**config.mk**
```make
export PLATFORM = sky130hd
export DESIGN_NAME = gps_nmea_framer
export DESIGN_NICKNAME = d
export VERILOG_FILES = /design/src/rtl/gps_nmea_pkg.sv /design/src/rtl/nmea_byte_ram.sv /design/src/rtl/gps_nmea_framer.sv
export SDC_FILE = /design/constraint.sdc
export NUM_CORES = 2
export LEC_CHECK = 0
export ABC_AREA = 1
export ABC_CLOCK_PERIOD_IN_PS = 6000
export CAP_MARGIN = 20
export CORE_MARGIN = 1.5
export CORE_UTILIZATION = 63
export CTS_CLUSTER_DIAMETER = 150
export CTS_CLUSTER_SIZE = 24
export DETAILED_ROUTE_END_ITERATION = 10
export GPL_ROUTABILITY_DRIVEN = 1
export PLACE_DENSITY = 0.83
export SKIP_LAST_GASP = 1
export SYNTH_ARGS = -nofsm -noshare
export SYNTH_HDL_FRONTEND = slang
export SYNTH_SLANG_ARGS = --single-unit
```
**constraint.sdc**
```tcl
create_clock -name i_clk -period 6 [get_ports i_clk]
set_input_delay 1.8 -clock i_clk [delete_from_list [all_inputs] [get_ports i_clk]]
set_output_delay 1.8 -clock i_clk [all_outputs]
set_load 0.01 [all_outputs]
```
**src/rtl/gps_nmea_pkg.sv**
```systemverilog
// Shared types and constants for the NMEA sentence framer: FSM states,
// ASCII markers, register map and the checksum-digit decoder.
package gps_nmea_pkg;

    typedef enum logic [2:0] {
        IDLE,
        BODY,
        CS_HI,
        CS_LO,
        CR,
        LF
    } nmeaState_t;

    localparam logic [7:0] ASCII_DOLLAR = 8'h24;
    localparam logic [7:0] ASCII_STAR   = 8'h2A;
    localparam logic [7:0] ASCII_CR     = 8'h0D;
    localparam logic [7:0] ASCII_LF     = 8'h0A;

    localparam logic [1:0] REG_DATA   = 2'd0;
    localparam logic [1:0] REG_STATUS = 2'd1;
    localparam logic [1:0] REG_ERRORS = 2'd2;
    localparam logic [1:0] REG_CTRL   = 2'd3;

    localparam int STATUS_BUSY_BIT  = 16;
    localparam int STATUS_IRQEN_BIT = 17;
    localparam int ERR_CSUM_LSB     = 0;
    localparam int ERR_FMT_LSB      = 8;
    localparam int ERR_OVF_LSB      = 16;

    typedef struct packed {
        logic       valid;
        logic [3:0] nibble;
    } hexNibble_t;

    // Only uppercase hex digits are legal in an NMEA checksum field.
    function automatic hexNibble_t hex_to_nibble(input logic [7:0] c);
        hexNibble_t r;
        r = '{valid: 1'b0, nibble: 4'h0};
        if (c >= 8'h30 && c <= 8'h39) begin
            r.valid  = 1'b1;
            r.nibble = c[3:0];
        end else if (c >= 8'h41 && c <= 8'h46) begin
            r.valid  = 1'b1;
            r.nibble = c[3:0] + 4'd9;
        end
        return r;
    endfunction

endpackage

```
**src/rtl/nmea_byte_ram.sv**
```systemverilog
// Simple dual-port byte store for the sentence FIFO; registered read so it
// maps onto a block RAM and supplies the one-cycle DATA read latency.
module nmea_byte_ram #(
    parameter int DEPTH = 256
) (
    input  logic                     i_clk,
    input  logic                     i_wrEn,
    input  logic [$clog2(DEPTH)-1:0] i_wrAddr,
    input  logic [7:0]               i_wrData,
    input  logic [$clog2(DEPTH)-1:0] i_rdAddr,
    output logic [7:0]               o_rdData
);

    logic [7:0] r_mem [DEPTH];

    always_ff @(posedge i_clk) begin
        if (i_wrEn) begin
            r_mem[i_wrAddr] <= i_wrData;
        end
        o_rdData <= r_mem[i_rdAddr];
    end

endmodule

```
**src/rtl/gps_nmea_framer.sv**
```systemverilog
// Frames NMEA-0183 sentences from the GPS UART byte stream, verifies their
// XOR checksum and exposes only complete, valid sentences over Avalon-MM.
module gps_nmea_framer
    import gps_nmea_pkg::*;
#(
    parameter int FIFO_DEPTH = 256,
    parameter int MAX_LEN    = 82
) (
    input  logic        i_clk,
    input  logic        i_reset,
    input  logic [7:0]  i_rx_data,
    input  logic        i_rx_valid,
    input  logic [1:0]  i_avs_address,
    input  logic        i_avs_read,
    output logic [31:0] o_avs_readdata,
    input  logic        i_avs_write,
    input  logic [31:0] i_avs_writedata,
    output logic        o_irq
);

    localparam int AW = $clog2(FIFO_DEPTH);
    localparam int PW = AW + 1;
    localparam int LW = $clog2(MAX_LEN + 1);

    nmeaState_t r_state, w_nextState, w_tryState;
    logic [PW-1:0] r_wrPtr, r_cmPtr, r_rdPtr, w_base, w_used, w_avail;
    logic [LW-1:0] r_len;
    logic [7:0]    r_csum, r_rxCsum, r_csumErr, r_fmtErr, r_ovfErr, w_ramQ;
    logic [31:0]   r_regData, w_status;
    logic          r_irqEn, r_irq, r_dataPop;
    logic          w_isDollar, w_isStar, w_try, w_start, w_badChar, w_wrEn, w_abort;
    logic          w_commit, w_fmtErr, w_csumErr, w_ovfErr, w_pop, w_unusedBits;
    hexNibble_t    w_hex;

    assign w_avail      = r_cmPtr - r_rdPtr;
    assign w_pop        = i_avs_read && (i_avs_address == REG_DATA) && (w_avail != '0);
    assign w_unusedBits = ^i_avs_writedata[31:1];

    always_ff @(posedge i_clk) begin
        if (i_reset) r_state <= IDLE;
        else         r_state <= w_nextState;
    end

    // A '$' always (re)starts a sentence at the committed pointer; every other
    // stored byte goes at wr_ptr, subject to the length and space limits.
    always_comb begin
        w_hex       = hex_to_nibble(i_rx_data);
        w_isDollar  = (i_rx_data == ASCII_DOLLAR);
        w_isStar    = (i_rx_data == ASCII_STAR);
        w_try       = 1'b0;
        w_start     = 1'b0;
        w_badChar   = 1'b0;
        w_tryState  = r_state;
        w_nextState = r_state;
        w_wrEn      = 1'b0;
        w_abort     = 1'b0;
        w_commit    = 1'b0;
        w_fmtErr    = 1'b0;
        w_csumErr   = 1'b0;
        w_ovfErr    = 1'b0;
        if (i_rx_valid) begin
            if (w_isDollar) begin
                w_try      = 1'b1;
                w_start    = 1'b1;
                w_tryState = BODY;
                w_fmtErr   = (r_state != IDLE);
            end else begin
                case (r_state)
                    BODY:    begin w_try = 1'b1; w_tryState = w_isStar ? CS_HI : BODY; end
                    CS_HI:   begin w_try = w_hex.valid; w_badChar = !w_hex.valid; w_tryState = CS_LO; end
                    CS_LO:   begin w_try = w_hex.valid; w_badChar = !w_hex.valid; w_tryState = CR; end
                    CR:      begin w_try = (i_rx_data == ASCII_CR); w_badChar = !w_try; w_tryState = LF; end
                    LF:      begin w_try = (i_rx_data == ASCII_LF); w_badChar = !w_try; w_tryState = IDLE; end
                    default: w_try = 1'b0;
                endcase
            end
        end
        w_base = w_start ? r_cmPtr : r_wrPtr;
        w_used = w_base - r_rdPtr;
        if (w_badChar) begin
            w_fmtErr    = 1'b1;
            w_abort     = 1'b1;
            w_nextState = IDLE;
        end else if (w_try) begin
            if (!w_start && r_len >= LW'(MAX_LEN)) begin
                w_fmtErr    = 1'b1;
                w_abort     = 1'b1;
                w_nextState = IDLE;
            end else if (w_used == PW'(FIFO_DEPTH)) begin
                w_ovfErr    = 1'b1;
                w_abort     = 1'b1;
                w_nextState = IDLE;
            end else begin
                w_wrEn      = 1'b1;
                w_nextState = w_tryState;
                if (r_state == LF && !w_start) begin
                    w_commit  = (r_rxCsum == r_csum);
                    w_csumErr = !w_commit;
                    w_abort   = !w_commit;
                end
            end
        end
    end

    always_ff @(posedge i_clk) begin
        if (i_reset) begin
            r_wrPtr  <= '0;
            r_cmPtr  <= '0;
            r_rdPtr  <= '0;
            r_len    <= '0;
            r_csum   <= '0;
            r_rxCsum <= '0;
        end else begin
            if (w_abort)     r_wrPtr <= r_cmPtr;
            else if (w_wrEn) r_wrPtr <= w_base + PW'(1);
            if (w_commit)    r_cmPtr <= r_wrPtr + PW'(1);
            if (w_pop)       r_rdPtr <= r_rdPtr + PW'(1);
            if (w_wrEn) begin
                if (w_start) begin
                    r_csum <= '0;
                    r_len  <= LW'(1);
                end else begin
                    r_len <= r_len + LW'(1);
                    if (r_state == BODY && !w_isStar) r_csum <= r_csum ^ i_rx_data;
                    if (r_state == CS_HI) r_rxCsum[7:4] <= w_hex.nibble;
                    if (r_state == CS_LO) r_rxCsum[3:0] <= w_hex.nibble;
                end
            end
        end
    end

    // Error counters saturate; a write to ERRORS wins over a same-cycle increment.
    always_ff @(posedge i_clk) begin
        if (i_reset || (i_avs_write && i_avs_address == REG_ERRORS)) begin
            r_csumErr <= '0;
            r_fmtErr  <= '0;
            r_ovfErr  <= '0;
        end else begin
            if (w_csumErr && r_csumErr != 8'hFF) r_csumErr <= r_csumErr + 8'd1;
            if (w_fmtErr  && r_fmtErr  != 8'hFF) r_fmtErr  <= r_fmtErr  + 8'd1;
            if (w_ovfErr  && r_ovfErr  != 8'hFF) r_ovfErr  <= r_ovfErr  + 8'd1;
        end
    end

    always_comb begin
        w_status                   = '0;
        w_status[15:0]             = 16'(w_avail);
        w_status[STATUS_BUSY_BIT]  = (r_state != IDLE);
        w_status[STATUS_IRQEN_BIT] = r_irqEn;
    end

    always_ff @(posedge i_clk) begin
        if (i_reset) begin
            r_irqEn   <= 1'b0;
            r_irq     <= 1'b0;
            r_dataPop <= 1'b0;
            r_regData <= '0;
        end else begin
            if (i_avs_write && i_avs_address == REG_CTRL) r_irqEn <= i_avs_writedata[0];
            r_irq     <= r_irqEn && (w_avail != '0);
            r_dataPop <= w_pop;
            r_regData <= '0;
            if (i_avs_read) begin
                case (i_avs_address)
                    REG_STATUS: r_regData <= w_status;
                    REG_ERRORS: r_regData <= {8'd0, r_ovfErr, r_fmtErr, r_csumErr};
                    REG_CTRL:   r_regData <= {31'd0, r_irqEn};
                    default:    r_regData <= '0;
                endcase
            end
        end
    end

    // DATA payload comes straight from the RAM's output register.
    assign o_avs_readdata = r_dataPop ? {1'b1, 23'd0, w_ramQ} : r_regData;
    assign o_irq          = r_irq;

    nmea_byte_ram #(.DEPTH(FIFO_DEPTH)) u_ram (
        .i_clk    (i_clk),
        .i_wrEn   (w_wrEn),
        .i_wrAddr (w_base[AW-1:0]),
        .i_wrData (i_rx_data),
        .i_rdAddr (r_rdPtr[AW-1:0]),
        .o_rdData (w_ramQ)
    );

endmodule

```
## Word-level counts from Yosys, hierarchy flattened

Memory sizes are Yosys's and may differ from the RTL's. A register that Yosys moved wholly into a read port is not among the register bits.
Index checks and enable logic that the tools add are counted.

- Register bits after elaboration: 112
- Latch bits: 0
- Memory bits (writable): 2048
- Memory bits (read-only): 0
- Bits of input ports: 47
- Word-level logic and storage cells: 138
- Memories: 1

Memories:

| memory | depth | bits a word | read ports | clocked after memory_dff | wr ports | line | text |
|---|---|---|---|---|---|---|---|
| u_ram.r_mem | 256 | 8 | 1 | 1 | 1 | nmea_byte_ram.sv:14 | `logic [7:0] r_mem [DEPTH];` |

- $add $sub $neg: 10
- $mul: 0
- Div/mod/pow operators: 0
- Order comparisons: 5
- Equality and inequality tests: 17
- Shifts and indexed selects: 0
- Mux-type cells: 53
- Bitwise operators: 3
- Reduce and logical (&&, ||, !) cells: 34

Operator list:

| kind | number |
|---|---|
| 24-bit case mux with 3 select lines | 1 |
| 1-bit two-way mux | 35 |
| 32-bit two-way mux | 1 |
| 9-bit by 1-bit adder with 9-bit output (second input constant) | 3 |
| 9-bit two-way mux | 3 |
| 8-bit by 1-bit adder with 8-bit output (second input constant) | 3 |
| 8-bit != test (second input constant) | 3 |
| 9-bit subtractor | 2 |
| 8-bit by 4-bit == test with 1-bit output (second input constant) | 2 |
| 8-bit by 6-bit == test with 1-bit output (second input constant) | 2 |
| 8-bit two-way mux | 2 |
| 3-bit case mux with 5 select lines | 1 |
| 1-bit logical AND | 13 |
| 3-bit two-way mux | 4 |
| 5-bit two-way mux | 2 |
| 9-bit == test (second input constant) | 1 |
| 3-bit AND reduction | 3 |
| 9-bit nonzero test | 1 |
| 8-bit == test | 1 |
| 8-bit by 6-bit greater-or-equal comparator with 1-bit output (second input constant) | 1 |
| 8-bit by 7-bit greater-or-equal comparator with 1-bit output (second input constant) | 1 |
| 8-bit by 6-bit <= comparator with 1-bit output (second input constant) | 1 |
| 8-bit by 7-bit <= comparator with 1-bit output (second input constant) | 1 |
| 8-bit nonzero test | 1 |
| other kinds (21) | 34 |

## Depth between registers and ports, before layout

- Depth after elaboration: 12
- Gate-level depth with buffers: 29

## Hierarchy

A second synthesis with hierarchy kept.

- Cell total of the unflattened synthesis: 8014
- Area, all modules: 90080.1 um^2

Modules (own cells, without submodules):

| module | instances | cells an instance | area each (um^2) | seq. area each (um^2) |
|---|---|---|---|---|
| nmea_byte_ram | 1 | 7003 | 83396.2 | 61659.1 |
| gps_nmea_framer | 1 | 1011 | 6683.9 | 2082.0 |

## Worst setup path after synthesis

Ideal clock, no wire load.

- Path type: input port to flip-flop
- Start: in i_rx_data[0]
- End: mem u_ram.r_mem[116][0] (enable)
- Setup time: 370 ps
- Data arrival time: 5220 ps
- Path slack: 410 ps
- Stages: 26
- Cells stage by stage: inv_1 > ha_1 > nand2_1 > nor2_4 > nand3_2 > inv_2 > buf_2 > nand2_1 > o21ai_0 > buf_2 > ha_1 > buf_2 > a21oi_1 > nand2_1 > nand2_1 > nand3_1 > nand2_1 > inv_1 > nand2_1 > nor2_1 > nand2_2 > nand4_4 > nor2_2 > nand3_1 > clkbuf_1 > nor2_1

- Cells in the longest elaborated chain, start to end: 12

Ends and longest elaborated chain:

| item | line | text |
|---|---|---|
| start, declared | gps_nmea_framer.sv:11 | `input logic [7:0] i_rx_data,` |
| 8-bit by 6-bit == test with 1-bit output | gps_nmea_framer.sv:48 | `w_isDollar = (i_rx_data == ASCII_DOLLAR);` |
| 1-bit two-way mux | gps_nmea_framer.sv:62 | `if (w_isDollar) begin` |
| 1-bit two-way mux | gps_nmea_framer.sv:61 | `if (i_rx_valid) begin` |
| 9-bit two-way mux | gps_nmea_framer.sv:78 | `w_base = w_start ? r_cmPtr : r_wrPtr;` |
| 9-bit subtractor | gps_nmea_framer.sv:79 | `w_used = w_base - r_rdPtr;` |
| 9-bit == test | gps_nmea_framer.sv:89 | `end else if (w_used == PW'(FIFO_DEPTH)) begin` |
| 1-bit two-way mux | gps_nmea_framer.sv:89 |  |
| 1-bit two-way mux | gps_nmea_framer.sv:85 | `if (!w_start && r_len >= LW'(MAX_LEN)) begin` |
| 1-bit two-way mux | gps_nmea_framer.sv:84 | `end else if (w_try) begin` |
| 1-bit two-way mux | gps_nmea_framer.sv:80 | `if (w_badChar) begin` |
| 1-bit two-way mux | nmea_byte_ram.sv:17 | `if (i_wrEn) begin` |
| 1-bit two-way mux (not written as such) | nmea_byte_ram.sv:18 | `r_mem[i_wrAddr] <= i_wrData;` |
| end, declared | nmea_byte_ram.sv:14 |  |

Several ways; a longest one is shown, not always the timed one.

## Final worst setup path

- Start: in i_rx_data[1]
- End: mem u_ram.r_mem[168][3] (enable)

The elaborated chain is that of the path after synthesis.

==> flow_summary_export.csv <==
group,metric,value,unit
synth,netlist_instances,7065,
floorplan,io_pins,80,
final_layout,multi_input_area,20800,µm²
setup_path,cp_slowest_cell,"ha_1",
final_layout,n_fill_cell,8821,
global_route,grtUsageTotal,0.327,
job,drv_cap,0,
floorplan,initial_core_util,0.634,
final_layout,final_nets,7259,
setup_path,critPathTopFamily,"simple AND/OR/NAND/NOR gates",
setup_path,critical_path.most_common_cell,"nand2_1",
global_route,grt_pass1_wl,345000,µm
sta,finalCritPeriodShare,0.894,
synth,ys_types,41,
sta,hold_viol,0,
min_path,min_path_cells,2,
floorplan,num_rows,136,
routing,avgRoutedWirePerCell,25.9,µm
sta,grt_setup_unrepaired,"false",
clocking,clock_latency,0.78,ns
setup_path,rr_endpoint,"u_ram.r_mem[168][3]",
clocking,clock_path_buffers,3,
synth,synth-seq-cells,2160,
clocking,cts_sinks,2160,
floorplan,fp.dieW,375,µm
synth,post-synth-top-area-cell,"edfxtp_1",
synth,synth_area,87100,µm²
clocking,cts_tree,"built",
setup_path,path_buf_inv,7,
clocking,ctsHoldBuffers,0,
pwr,p_leak,0.0311,µW
clocking,numCtsBuffers,99,
routing,routed_wl,234000,µm
sta,drv_slew,0,
pwr,peakVddDrop,0.349,mV
clocking,post_cts_resized,0,
setup_path,r2r_setup_slack,1.23,ns
setup_path,rr_worst_depth,18,
sta,final-setup-viol-count,0,
placed_design,place.gp.congestion,0.913,
min_path,hold_end,"r_len[6]",
pwr,p_per_area,272,nW/µm²
synth,ys_seq_area_frac,0.732,
min_path,min_from,"r_len[6]",
routing,drcViolationCount,0,
final_layout,stdcell_count,9003,
final_layout,area_delta_synth_final,8.67,%
clocking,cts_max_level,3,
final_layout,layout-drive-gt1-share,0.0870,
synth,ys_warn_count,0,
setup_path,arrival,5.85,ns
floorplan,core,137000,µm²
global_route,grt_max_degree,181,
placed_design,dpl.hpwl,136000,µm
synth,synth_top_area_share,0.706,
setup_path,worstSetupStartpoint,"i_rx_data[1]",
setup_path,cp_slowest_stage_delay,0.48,ns
global_route,antenna_found_initial,4,
routing,detail-route-antenna-nets,0,
sta,relSlewSlack,0.296,
setup_path,worstPathRequired,6.49,ns
routing,drtIter0Drc,10600,
sta,fin_skew,0.0470,ns
status,status,"finished clean",
setup_path,critPathKind,"primary input to flop",
sta,clock.fmax,186,MHz
global_route,grt_pass1_vias,57800,
routing,num_vias,60500,
sta,worst_pin_slew,1.05,ns
sta,fin_crit,5.36,ns
placed_design,place_inst,8871,
clocking,cts_root_buf,"clkbuf_16",
clocking,postCtsSetupBuffers,0,
setup_path,critPathLaunchType,"primary input",
final_layout,ff_latch_area,63800,µm²
routing,vias_per_cell,6.72,
synth,synth_area_leaders,"edfxtp_1 71%, o21ai_0 6.2%, nor2_1 6.1%",
synth,syn_avg_cell_area,12.3,µm²
global_route,gr-total-overflow,0,
floorplan,dieArea,140000,µm²
clocking,clkTransAtPathRegs,0.10,ns
setup_path,worstReg2RegStart,"r_rdPtr[2]",
placed_design,port_buffers,41,
setup_path,endpoint_kind,"flop",
sta,fin_hold_ws,0.465,ns
routing,first_pass_iters,9,
floorplan,dieHeight,375,µm
setup_path,crit_fanout,10,
min_path,hp-class,"flop to flop",
[Yosys cell counts]
cell         n
buf_1       21
fa_1         1
xnor2_1      6
nor2_1    1414
nand3b_1     3
nor2_2       5
dfxtp_1    112
nand4_2      2
clkinv_1     2
a21o_1       1
o21ai_0   1081
o211a_1      2
nand2_2      1
mux2_2       8
nand4_1     48
nor3_1      35
a31oi_1      3
o21ai_2      1
nor3b_1      3
o22ai_1    309
a21oi_1    151
nand3_2      1
nor2_4       2
buf_2       21
o221ai_1   194
edfxtp_1  2048
o21ai_1      2
nand2_1    445
or2_2        3
buf_4        8
ha_1        33
o21a_1       1
nand4_4      1
xor2_1      39
o211ai_1    65
inv_1      165
inv_2       10
clkbuf_1   448
nand3_1    368
and3_1       1
conb_1       1
[registers in the layout, summed over array words and instances (netlist names), 3 cells and up]
name	count
u_ram.r_mem	2048
r_regData	24
r_cmPtr	9
r_rdPtr	9
r_wrPtr	9
r_csumErr	8
r_csum	8
r_fmtErr	8
r_ovfErr	8
r_rxCsum	8
u_ram.o_rdData	8
r_len	7
r_state	3
[layer usage]
metal	global-route usage	share of wire
met1	0.432	0.35
met2	0.508	0.46
met3	0.0723	0.13
met4	0.185	0.064
met5	0	0
[worst max path at each step]
stage | endpoint | slack (ns) | cells after the start
2_1_floorplan | u_ram.r_mem[116][0] | 0.41 | 26
3_3_place_gp | u_ram.r_mem[168][0] | 0.02 | 26
3_5_place_dp | u_ram.r_mem[168][3] | -0.05 | 25
4_1_cts | u_ram.r_mem[168][4] | 0.73 | 25
5_1_grt | u_ram.r_mem[168][3] | 0.33 | 26
6_report | u_ram.r_mem[168][3] | 0.64 | 26
[layout by cell type, fill, tap and decap left out, drive strengths merged]
| cell | count |
|---|---|
| nor2 | 1421 |
| xor2 | 39 |
| nand3 | 369 |
| nand3b | 3 |
| nor3 | 35 |
| clkinv | 3 |
| nand2 | 446 |
| conb | 7 |
| fa | 1 |
| clkdlybuf4s50 | 33 |
| diode | 4 |
| edfxtp | 2048 |
| xnor2 | 6 |
| or2 | 3 |
| dfxtp | 112 |
| buf | 471 |
| inv | 179 |
| o21a | 1 |
| o211ai | 65 |
| a21o | 1 |
| o221ai | 194 |
| nor3b | 3 |
| clkbuf | 123 |
| o211a | 2 |
| o21ai | 1084 |
| o22ai | 309 |
| a21oi | 151 |
| nand4 | 51 |
| a31oi | 3 |
| mux2 | 8 |
| and3 | 1 |
| ha | 33 |
[logic make-up (layout without fill, tap and decap cells)]
kind of cell	after synthesis	in the layout	share of synthesized area
and+or+nand+nor	2332	2332	0.109
adders and majority gates	34	34	0.00497
DFF	2160	2160	0.732
buffers and inverters	675	809	0.0297
other	1	11	0.0000431
xor gates and xnor gates	45	45	0.00453
AOI/OAI and AO/OA	1810	1810	0.119
muxes	8	8	0.00103
[per-stage QoR]
step | TNS [ns] | area [µm²] | setup slack, ns | utilization | power (µW)
detailed placement | -0.669 | 92000 | -0.0500 | 0.670 | 18600
finish | 0 | 94600 | 0.635 | 0.689 | 25800
global placement | 0 | 92000 | 0.0186 | 0.670 | 18500
global route | 0 | 94600 | 0.335 | 0.689 | 26300
CTS | 0 | 94600 | 0.732 | 0.689 | 25700
floorplan | 0 | 87100 | 0.410 | - | 17800
[report_power, final]
group | switching [µW] | total [µW] | internal, µW
registers | 23.7 | 16500 | 16500
logic | 1360 | 1810 | 443
clock network | 4380 | 7460 | 3070
[area by class of cell]
cell class / count / share of cell area
sequential: 2160 / 0.674
multi-input combinational: 4236 / 0.220
timing repair buffer: 504 / 0.0470
clock buffer: 123 / 0.0276
tap: 1794 / 0.0237
inverter: 177 / 0.00726
clock inverter: 5 / 0.000621
antenna: 4 / 0.000106
[tightest hold or removal path: cells and delay by family, from the launching register on]
kind | cells | cell delay [ns]
buffers and inverters | 1 | 0.05
flip-flops | 1 | 0.33
AO/OA/AOI/OAI | 1 | 0.05
Power figures use the tool's default switching activity.
